### config.mk
export PLATFORM = sky130hd
export DESIGN_NAME = silife_max7219_sink
export DESIGN_NICKNAME = d
export VERILOG_FILES = /design/src/rtl/silife_max7219_sink_pkg.sv /design/src/rtl/silife_max7219_sink_dev.sv /design/src/rtl/silife_max7219_sink.sv
export SDC_FILE = /design/constraint.sdc
export NUM_CORES = 2
export LEC_CHECK = 0
export ABC_AREA = 1
export CORE_UTILIZATION = 60
export CTS_CLUSTER_SIZE = 24
export DETAILED_ROUTE_END_ITERATION = 8
export PLACE_DENSITY_LB_ADDON = 0.08
export REMOVE_ABC_BUFFERS = 1
export SYNTH_ARGS = -nofsm -noshare
export SYNTH_HDL_FRONTEND = slang
export SYNTH_HIERARCHICAL = 1
export SYNTH_SLANG_ARGS = --single-unit
### constraint.sdc
create_clock -name clk -period 11.4 [get_ports clk]
set_input_delay 2.28 -clock clk [delete_from_list [all_inputs] [get_ports clk]]
set_output_delay 2.28 -clock clk [all_outputs]
set_load 0.05 [all_outputs]
### src/rtl/silife_max7219_sink_pkg.sv
// rtl/silife_max7219_sink_pkg.sv - MAX7219 register addresses and sink FSM state codes
package silife_max7219_sink_pkg;

  localparam logic [3:0] REG_NOOP      = 4'h0;
  localparam logic [3:0] REG_DIGIT0    = 4'h1;
  localparam logic [3:0] REG_DIGIT7    = 4'h8;
  localparam logic [3:0] REG_DECODE    = 4'h9;
  localparam logic [3:0] REG_INTENSITY = 4'hA;
  localparam logic [3:0] REG_SCAN      = 4'hB;
  localparam logic [3:0] REG_SHUTDOWN  = 4'hC;
  localparam logic [3:0] REG_TEST      = 4'hF;

  typedef enum logic [1:0] {
    ST_IDLE  = 2'd0,
    ST_READY = 2'd1,
    ST_SHIFT = 2'd2
  } state_e;

endpackage

### src/rtl/silife_max7219_sink_dev.sv
// rtl/silife_max7219_sink_dev.sv - register file of one chained MAX7219, written on a load strobe
module silife_max7219_sink_dev
  import silife_max7219_sink_pkg::*;
(
  input  logic        clk,
  input  logic        reset,
  input  logic        i_load,
  input  logic [15:0] i_word,
  output logic [63:0] o_digits,
  output logic [7:0]  o_decode,
  output logic [3:0]  o_intensity,
  output logic [2:0]  o_scan_limit,
  output logic        o_enabled,
  output logic        o_test
);

  logic [7:0][7:0] digits_q;
  logic [7:0]      decode_q;
  logic [3:0]      intensity_q;
  logic [2:0]      scan_q;
  logic            enabled_q;
  logic            test_q;

  logic [3:0] addr;
  logic [3:0] row;
  logic       unused_hi;

  assign addr      = i_word[11:8];
  assign row       = addr - REG_DIGIT0;
  // The top nibble of a MAX7219 word carries no meaning.
  assign unused_hi = ^{i_word[15:12], row[3]};

  always_ff @(posedge clk) begin
    if (reset) begin
      digits_q    <= '0;
      decode_q    <= '0;
      intensity_q <= '0;
      scan_q      <= '0;
      enabled_q   <= 1'b0;
      test_q      <= 1'b0;
    end else if (i_load) begin
      case (addr) inside
        [REG_DIGIT0:REG_DIGIT7]: digits_q[row[2:0]] <= i_word[7:0];
        REG_DECODE:              decode_q    <= i_word[7:0];
        REG_INTENSITY:           intensity_q <= i_word[3:0];
        REG_SCAN:                scan_q      <= i_word[2:0];
        REG_SHUTDOWN:            enabled_q   <= i_word[0];
        REG_TEST:                test_q      <= i_word[0];
        default:                 ;
      endcase
    end
  end

  assign o_digits     = digits_q;
  assign o_decode     = decode_q;
  assign o_intensity  = intensity_q;
  assign o_scan_limit = scan_q;
  assign o_enabled    = enabled_q;
  assign o_test       = test_q;

endmodule

### src/rtl/silife_max7219_sink.sv
// rtl/silife_max7219_sink.sv - behavioural receiver for a MAX7219 daisy chain with per-device readback
module silife_max7219_sink
  import silife_max7219_sink_pkg::*;
#(
  parameter  int NUM_DEVICES = 16,
  parameter  int CNT_BITS    = $clog2(16 * NUM_DEVICES) + 2,
  localparam int DEV_BITS    = $clog2(NUM_DEVICES),
  localparam int SHW         = 16 * NUM_DEVICES
) (
  input  logic                clk,
  input  logic                reset,
  input  logic                i_cs,
  input  logic                i_sck,
  input  logic                i_mosi,
  input  logic [DEV_BITS-1:0] i_rd_dev,
  input  logic [2:0]          i_rd_row,
  output logic [7:0]          o_rd_row_data,
  output logic [3:0]          o_rd_intensity,
  output logic [2:0]          o_rd_scan_limit,
  output logic [7:0]          o_rd_decode,
  output logic                o_rd_enabled,
  output logic                o_rd_test,
  output logic                o_frame_strobe,
  output logic                o_frame_error
);

  state_e              state_q;
  logic                cs_q;
  logic                sck_q;
  logic [SHW-1:0]      shreg_q;
  logic [CNT_BITS-1:0] cnt_q;
  logic                strobe_q;
  logic                error_q;

  logic cs_rise;
  logic sck_rise;
  logic load;

  assign cs_rise  = i_cs & ~cs_q;
  assign sck_rise = i_sck & ~sck_q;
  assign load     = (state_q == ST_SHIFT) & cs_rise;

  // IDLE needs CS high before arming, so a frame already in flight at reset release is dropped.
  always_ff @(posedge clk) begin
    if (reset) begin
      state_q  <= ST_IDLE;
      cs_q     <= 1'b0;
      sck_q    <= 1'b0;
      shreg_q  <= '0;
      cnt_q    <= '0;
      strobe_q <= 1'b0;
      error_q  <= 1'b0;
    end else begin
      cs_q     <= i_cs;
      sck_q    <= i_sck;
      strobe_q <= 1'b0;
      error_q  <= 1'b0;
      case (state_q)
        ST_IDLE: begin
          if (i_cs) state_q <= ST_READY;
        end
        ST_READY: begin
          if (!i_cs) begin
            state_q <= ST_SHIFT;
            cnt_q   <= '0;
          end
        end
        ST_SHIFT: begin
          if (cs_rise) begin
            state_q  <= ST_READY;
            strobe_q <= 1'b1;
            error_q  <= (cnt_q != CNT_BITS'(SHW));
          end else if (sck_rise) begin
            shreg_q <= {shreg_q[SHW-2:0], i_mosi};
            if (cnt_q != '1) cnt_q <= cnt_q + 1'b1;
          end
        end
        default: state_q <= ST_IDLE;
      endcase
    end
  end

  logic [63:0] dev_digits    [NUM_DEVICES];
  logic [7:0]  dev_decode    [NUM_DEVICES];
  logic [3:0]  dev_intensity [NUM_DEVICES];
  logic [2:0]  dev_scan      [NUM_DEVICES];
  logic        dev_enabled   [NUM_DEVICES];
  logic        dev_test      [NUM_DEVICES];

  for (genvar k = 0; k < NUM_DEVICES; k++) begin : g_dev
    silife_max7219_sink_dev u_dev (
      .clk          (clk),
      .reset        (reset),
      .i_load       (load),
      .i_word       (shreg_q[16*k +: 16]),
      .o_digits     (dev_digits[k]),
      .o_decode     (dev_decode[k]),
      .o_intensity  (dev_intensity[k]),
      .o_scan_limit (dev_scan[k]),
      .o_enabled    (dev_enabled[k]),
      .o_test       (dev_test[k])
    );
  end

  logic [7:0] rd_row_data_q;
  logic [3:0] rd_intensity_q;
  logic [2:0] rd_scan_q;
  logic [7:0] rd_decode_q;
  logic       rd_enabled_q;
  logic       rd_test_q;

  always_ff @(posedge clk) begin
    if (reset) begin
      rd_row_data_q  <= '0;
      rd_intensity_q <= '0;
      rd_scan_q      <= '0;
      rd_decode_q    <= '0;
      rd_enabled_q   <= 1'b0;
      rd_test_q      <= 1'b0;
    end else begin
      rd_row_data_q  <= dev_digits[i_rd_dev][{i_rd_row, 3'b000} +: 8];
      rd_intensity_q <= dev_intensity[i_rd_dev];
      rd_scan_q      <= dev_scan[i_rd_dev];
      rd_decode_q    <= dev_decode[i_rd_dev];
      rd_enabled_q   <= dev_enabled[i_rd_dev];
      rd_test_q      <= dev_test[i_rd_dev];
    end
  end

  assign o_rd_row_data   = rd_row_data_q;
  assign o_rd_intensity  = rd_intensity_q;
  assign o_rd_scan_limit = rd_scan_q;
  assign o_rd_decode     = rd_decode_q;
  assign o_rd_enabled    = rd_enabled_q;
  assign o_rd_test       = rd_test_q;
  assign o_frame_strobe  = strobe_q;
  assign o_frame_error   = error_q;

endmodule

; ---- After elaboration in Yosys (flattened, before gate mapping)
; Index checks and enable logic that the tools add are counted.
[totals]
register_bits = 1589
inputBits = 12
output_inout_bits = 27
elab_cells = 693
[op_classes]
addsub = 17
order_cmp = 65
eq_ne = 90
shift = 1
muxes = 76
bitwise_logic = 88
n_reduce_logical = 135
[ops]
columns = op, n
row1 = $bwmux W64, 16
row2 = $demux W8 S3, 16
row3 = $eq A4 B4 Y1 const B, 80
row4 = $bmux W64 S4, 1
row5 = $mux W8, 18
row6 = $mux W64, 2
row7 = $reduce_and A7 Y1, 16
row8 = $reduce_and A6 Y1, 16
row9 = $reduce_and A5 Y1, 17
row10 = $not A1 Y1, 84
row11 = $ge A4 B1 Y1 const B, 16
row12 = $le A4 B4 Y1 const B, 16
row13 = $lt A3 B4 Y1 const B, 16
row14 = $reduce_and A4 Y1, 16
row15 = $shiftx A64 B7 Y8, 1
row16 = $reduce_and A3 Y1, 18
row17 = $ge A3 B1 Y1 const B, 16
row18 = $sub A3 B1 Y3 const B, 16
row19 = $mux W10, 4
row20 = $bmux W8 S4, 1
row21 = $logic_and A1 B1 Y1, 32
row22 = $reduce_and A2 Y1, 16
row23 = $pmux W10 S2, 1
row24 = $bmux W4 S4, 1
row25 = other kinds (21), 36

; ---- Depth between registers and ports, before layout
[logic_depth]
word_depth = 6
ltp_mapped = 14
depth_no_buf = 14

; ---- By module
; Netlist, hierarchy kept.
[modules_own_cells]
columns = mod, n_inst, cells_each, area_per_inst_um2, seq_area_each_um2
row1 = silife_max7219_sink_dev (g_dev[0].u_dev ...), 15, 488, 3463.3, 1621.6
row2 = silife_max7219_sink, 1, 4046, 23002.1, 5945.7
row3 = silife_max7219_sink_dev (g_dev[6].u_dev), 1, 489, 3450.8, 1621.6

; ---- Worst setup path before layout
; No wires, ideal clock.
[synth_timing]
kind = input to register
startpoint = in i_cs
endpoint = reg g_dev[6].u_dev.digits_q (netlist bit g_dev[6].u_dev/o_digits[10])
setup_ps = 113
arrival_ps = 8928
t_required_ps = 11287
path_slack_ps = 2359
stages = 10
path_buffers = 1
path_cell_list = inv_1 -> nor2_1 -> inv_1 -> nor2_1 -> nand2_8 -> nor2_4 -> buf_6 -> nand2_1 -> nand2_1 -> nor2_1
[synth_between]
elab_chain_cells = 3
[synth_lines]
columns = item, line
row1 = from (decl), silife_max7219_sink.sv:12  ; input logic i_cs,
row2 = $and A1 B1 Y1, silife_max7219_sink.sv:39  ; assign cs_rise = i_cs & ~cs_q;
row3 = $and A1 B1 Y1, silife_max7219_sink.sv:41  ; assign load = (state_q == ST_SHIFT) & cs_rise;
row4 = via load, silife_max7219_sink.sv:37  ; logic load;
row5 = $reduce_and A2 Y1 (no source line), --
row6 = "to (signal, indexed assignment)", silife_max7219_sink_dev.sv:43  ; [REG_DIGIT0:REG_DIGIT7]: digits_q[row[2:0]] <= i_word[7:0];
row7 = to (decl), silife_max7219_sink_dev.sv:17  ; logic [7:0][7:0] digits_q;
; The timed path passes the listed nets, and every way through them passes these cells.
; A chain may end at the register's enable or synchronous reset.

; ---- Final worst setup path
[layout_timing]
startpoint = in i_rd_dev[0]
endpoint = reg rd_decode_q[1] (netlist: o_rd_decode[1])
[layout_between]
elab_chain_cells = 4
[layout_lines]
columns = item, line
row1 = from (decl), silife_max7219_sink.sv:15  ; input logic [DEV_BITS-1:0] i_rd_dev,
row2 = $not A4 Y5 (not written as such), silife_max7219_sink.sv:124  ; rd_decode_q <= dev_decode[i_rd_dev];
row3 = $bmux W8 S4, silife_max7219_sink.sv:124
row4 = $mux W8 (not written as such) (2 in series), silife_max7219_sink.sv:124
row5 = to (signal assigned), silife_max7219_sink.sv:124
row6 = to (decl), silife_max7219_sink.sv:108  ; logic [7:0] rd_decode_q;
; Every way passes these cells. The select of a mux whose other input is x is not followed.

==> out/qor.csv <==
stage,metric,value,unit
global_route,antenna_found_initial,17,
worst_setup_path,critical_path_class,in2reg,
detailed_routing,drt_iter0_drc,11400,
floorplanning,die_area,132000,µm²
power_and_ir_drop,p_seq_frac,0.457,
worst_setup_path,worstPathRequired,12.13,ns
yosys,netlist_area,78300,µm²
timing,fin_tns_setup,0,ns
detailed_routing,vias,78000,
power_and_ir_drop,p_sw_frac,0.258,
clock_network,post-cts-setup-buffer-count,0,
hold_path,hp-class,reg2reg,
timing,fin_crit_sh,0.502,
clock_network,htree_levels,4,
worst_setup_path,cpMostUsedCell,buf_4,
power_and_ir_drop,power.internal,9.13,mW
floorplanning,rows,132,
layout,drive_above_1_share,0.0534,
clock_network,clock_latency,0.83,ns
clock_network,cts_tree,yes,
power_and_ir_drop,switchingPower,3.17,mW
floorplanning,die_w,363,µm
worst_setup_path,crit_arrival,6.46,ns
yosys,synthesis.instances,11800,
layout,design_area,83100,µm²
timing,rsz0062_at_grt,no,
layout,fin_util,0.642,
timing,relSlewSlack,0.0108,
global_route,grt_max_degree,203,
worst_setup_path,crit_family,buffers and inverters,
global_route,grt_pass1_wl,447000,µm
worst_setup_path,startpoint_type,primary input,
global_route,grt_usage,0.458,
placement,port_buffers,38,
global_route,overflow,0,
yosys,synth.avg_cell_area,6.61,µm²
detailed_routing,antenna_left,0,
detailed_routing,drt_first_pass_iters,7,
clock_network,cts-root-buf,clkbuf_16,
global_route,grt_pass1_vias,68100,
yosys,ys_warn_count,6,
floorplanning,io_pins,39,
worst_setup_path,cp_slowest_cell,buf_4,
timing,finClkSkew,0.0236,ns
timing,maxSlewViolCount,0,
worst_setup_path,worstSetupEndpointType,flip-flop,
layout,layout.nets,11500,
clock_network,cts_sinks,1589,
floorplanning,core-area,129000,µm²
run_status,status,completed,
detailed_routing,drt_wl_total,310000,µm
worst_setup_path,worstPathMaxFanout,152,
timing,finalCriticalPeriod,5.73,ns
timing,fmax,175,MHz
clock_network,ctsResizeCount,0,
timing,timing_hold_violations_final,0,
power_and_ir_drop,peakVddDrop,0.000149,V
layout,area_growth,6.24,%
clock_network,clockBufferDepth,3,
worst_setup_path,rrSetupSlack,8.06,ns
timing,tightest_slew,1.48,ns
timing,setup_violations,0,
placement,hpwlAfterDp,213000,µm
worst_setup_path,cp.buffers_inverters,4,
placement,gp_congestion,1.07,
clock_network,ctsHoldBuffers,0,
power_and_ir_drop,power_density,148,nW/µm²
power_and_ir_drop,power_frac_clock,0.466,
worst_setup_path,path_cells,buf_8 > inv_16 > buf_4 > buf_4 > o21ai_0 > o221ai_1 > nand3_1 > a21oi_1,
clock_network,numCtsBuffers,167,
power_and_ir_drop,power_frac_comb,0.078,
job,drv_cap,0,
power_and_ir_drop,leakagePower,35.1,nW
worst_setup_path,max_stage_delay,0.71,ns
timing,fin_hold_ws,0.442,ns
power_and_ir_drop,p_total,12.3,mW
detailed_routing,drc,0,
detailed_routing,wire_per_inst,23.3,µm
clock_network,cts.clk_slew.worst_paths,0.06,ns
floorplanning,die_h,363,µm
detailed_routing,via_per_inst,5.85,
floorplanning,start_util,0.604,
placement,placed_area,77400,µm²
-- per-stage QoR --
step / std cells / worst slack, ns
2_1_floorplan: 11200 / -0.573
3_3_place_gp: 13000 / 5.19
3_5_place_dp: 13000 / 5.24
4_1_cts: 13300 / 6.07
5_1_grt: 13300 / 5.78
6_report: 13300 / 5.67
-- layout make-up --
cell class / instances / area, µm²
repair buffers: 95 / 901
flip-flops and latches: 1589 / 31800
multi-input cells: 8917 / 40000
clock inverters: 51 / 682
clock buffers: 253 / 5010
inverters: 676 / 2580
diodes: 5 / 12.5
fillers: 12200 / 46300
well taps: 1742 / 2180
-- worst reg2reg max path: stages, from the launching register on --
cell     delay (ns)
dfxtp_1        0.36
nand2_1        0.18
nor2_4         0.17
buf_4          0.43
buf_12         0.39
nand3_1        0.89
nor2_1         0.58
o21ai_0        0.15
nor2_1         0.13
-- state kept, by name, summed over array words and instances (netlist names) --
name and flops:
cnt_q 10, cs_q 1, g_dev.u_dev/o_decode 128, g_dev.u_dev/o_digits 1024
g_dev.u_dev/o_enabled 16, g_dev.u_dev/o_intensity 64, g_dev.u_dev/o_scan_limit 48, g_dev.u_dev/o_test 16
o_frame_error 1, o_frame_strobe 1, o_rd_decode 8, o_rd_enabled 1
o_rd_intensity 4, o_rd_row_data 8, o_rd_scan_limit 3, o_rd_test 1
sck_q 1, shreg_q 252, state_q 2
-- power by group through the flow --
stage	combinational [mW]	sequential [mW]	clock, mW
floorplan	0.468	5.74	0
global placement	0.904	5.73	0
detailed placement	0.907	5.73	0
CTS	0.910	5.61	5.73
global route	0.988	5.61	5.95
finish	0.958	5.62	5.73
-- layout by cell type (no fill, tap or decap), types with 2 or more instances in the layout --
master and instances:
nand2_1 3612, nor2_1 2678, dfxtp_1 1589, nand3_1 1198, o21ai_0 566, inv_1 544
a21oi_1 311, clkbuf_16 172, nor3_1 132, nor2_8 127, inv_2 75, ha_1 66
buf_4 49, o221ai_1 48, clkinv_1 48, clkbuf_1 41, clkbuf_8 40, clkdlybuf4s50_1 33
nand4_1 32, nand2_2 31, clkinv_2 30, o22ai_1 20, o211ai_1 20, and3_1 17
nand2_4 16, nand2_8 16, nor3_2 16, bufinv_16 14, buf_12 7, diode_2 5
inv_6 5, clkinvlp_4 4, nor2_4 2, inv_8 2, xor2_1 2, clkinv_8 2
buf_2 2, buf_8 2, buf_6 2
-- final timing paths --
kind / cells past startpoint / from / endpoint
worst min register to register: 2 / shreg_q[221]$_SDFFE_PP0P_ / shreg_q[221]$_SDFFE_PP0P_
worst max register to register: 8 / state_q[1]$_SDFFE_PP0P_ / g_dev[3].u_dev/o_decode[4]$_SDFFE_PP0P_
worst max-delay path: 8 / i_rd_dev[0] / o_rd_decode[1]$_SDFF_PP0_
worst min-delay path: 2 / shreg_q[221]$_SDFFE_PP0P_ / shreg_q[221]$_SDFFE_PP0P_
-- layer usage --
metal	track usage	up-vias	part of all wire
li1	-	36400	-
met1	0.563	35800	0.37
met2	0.668	4732	0.41
met3	0.118	1082	0.12
met4	0.387	22	0.098
met5	0	-	0.00047
No activity file was read; power rests on OpenSTA's default activity.
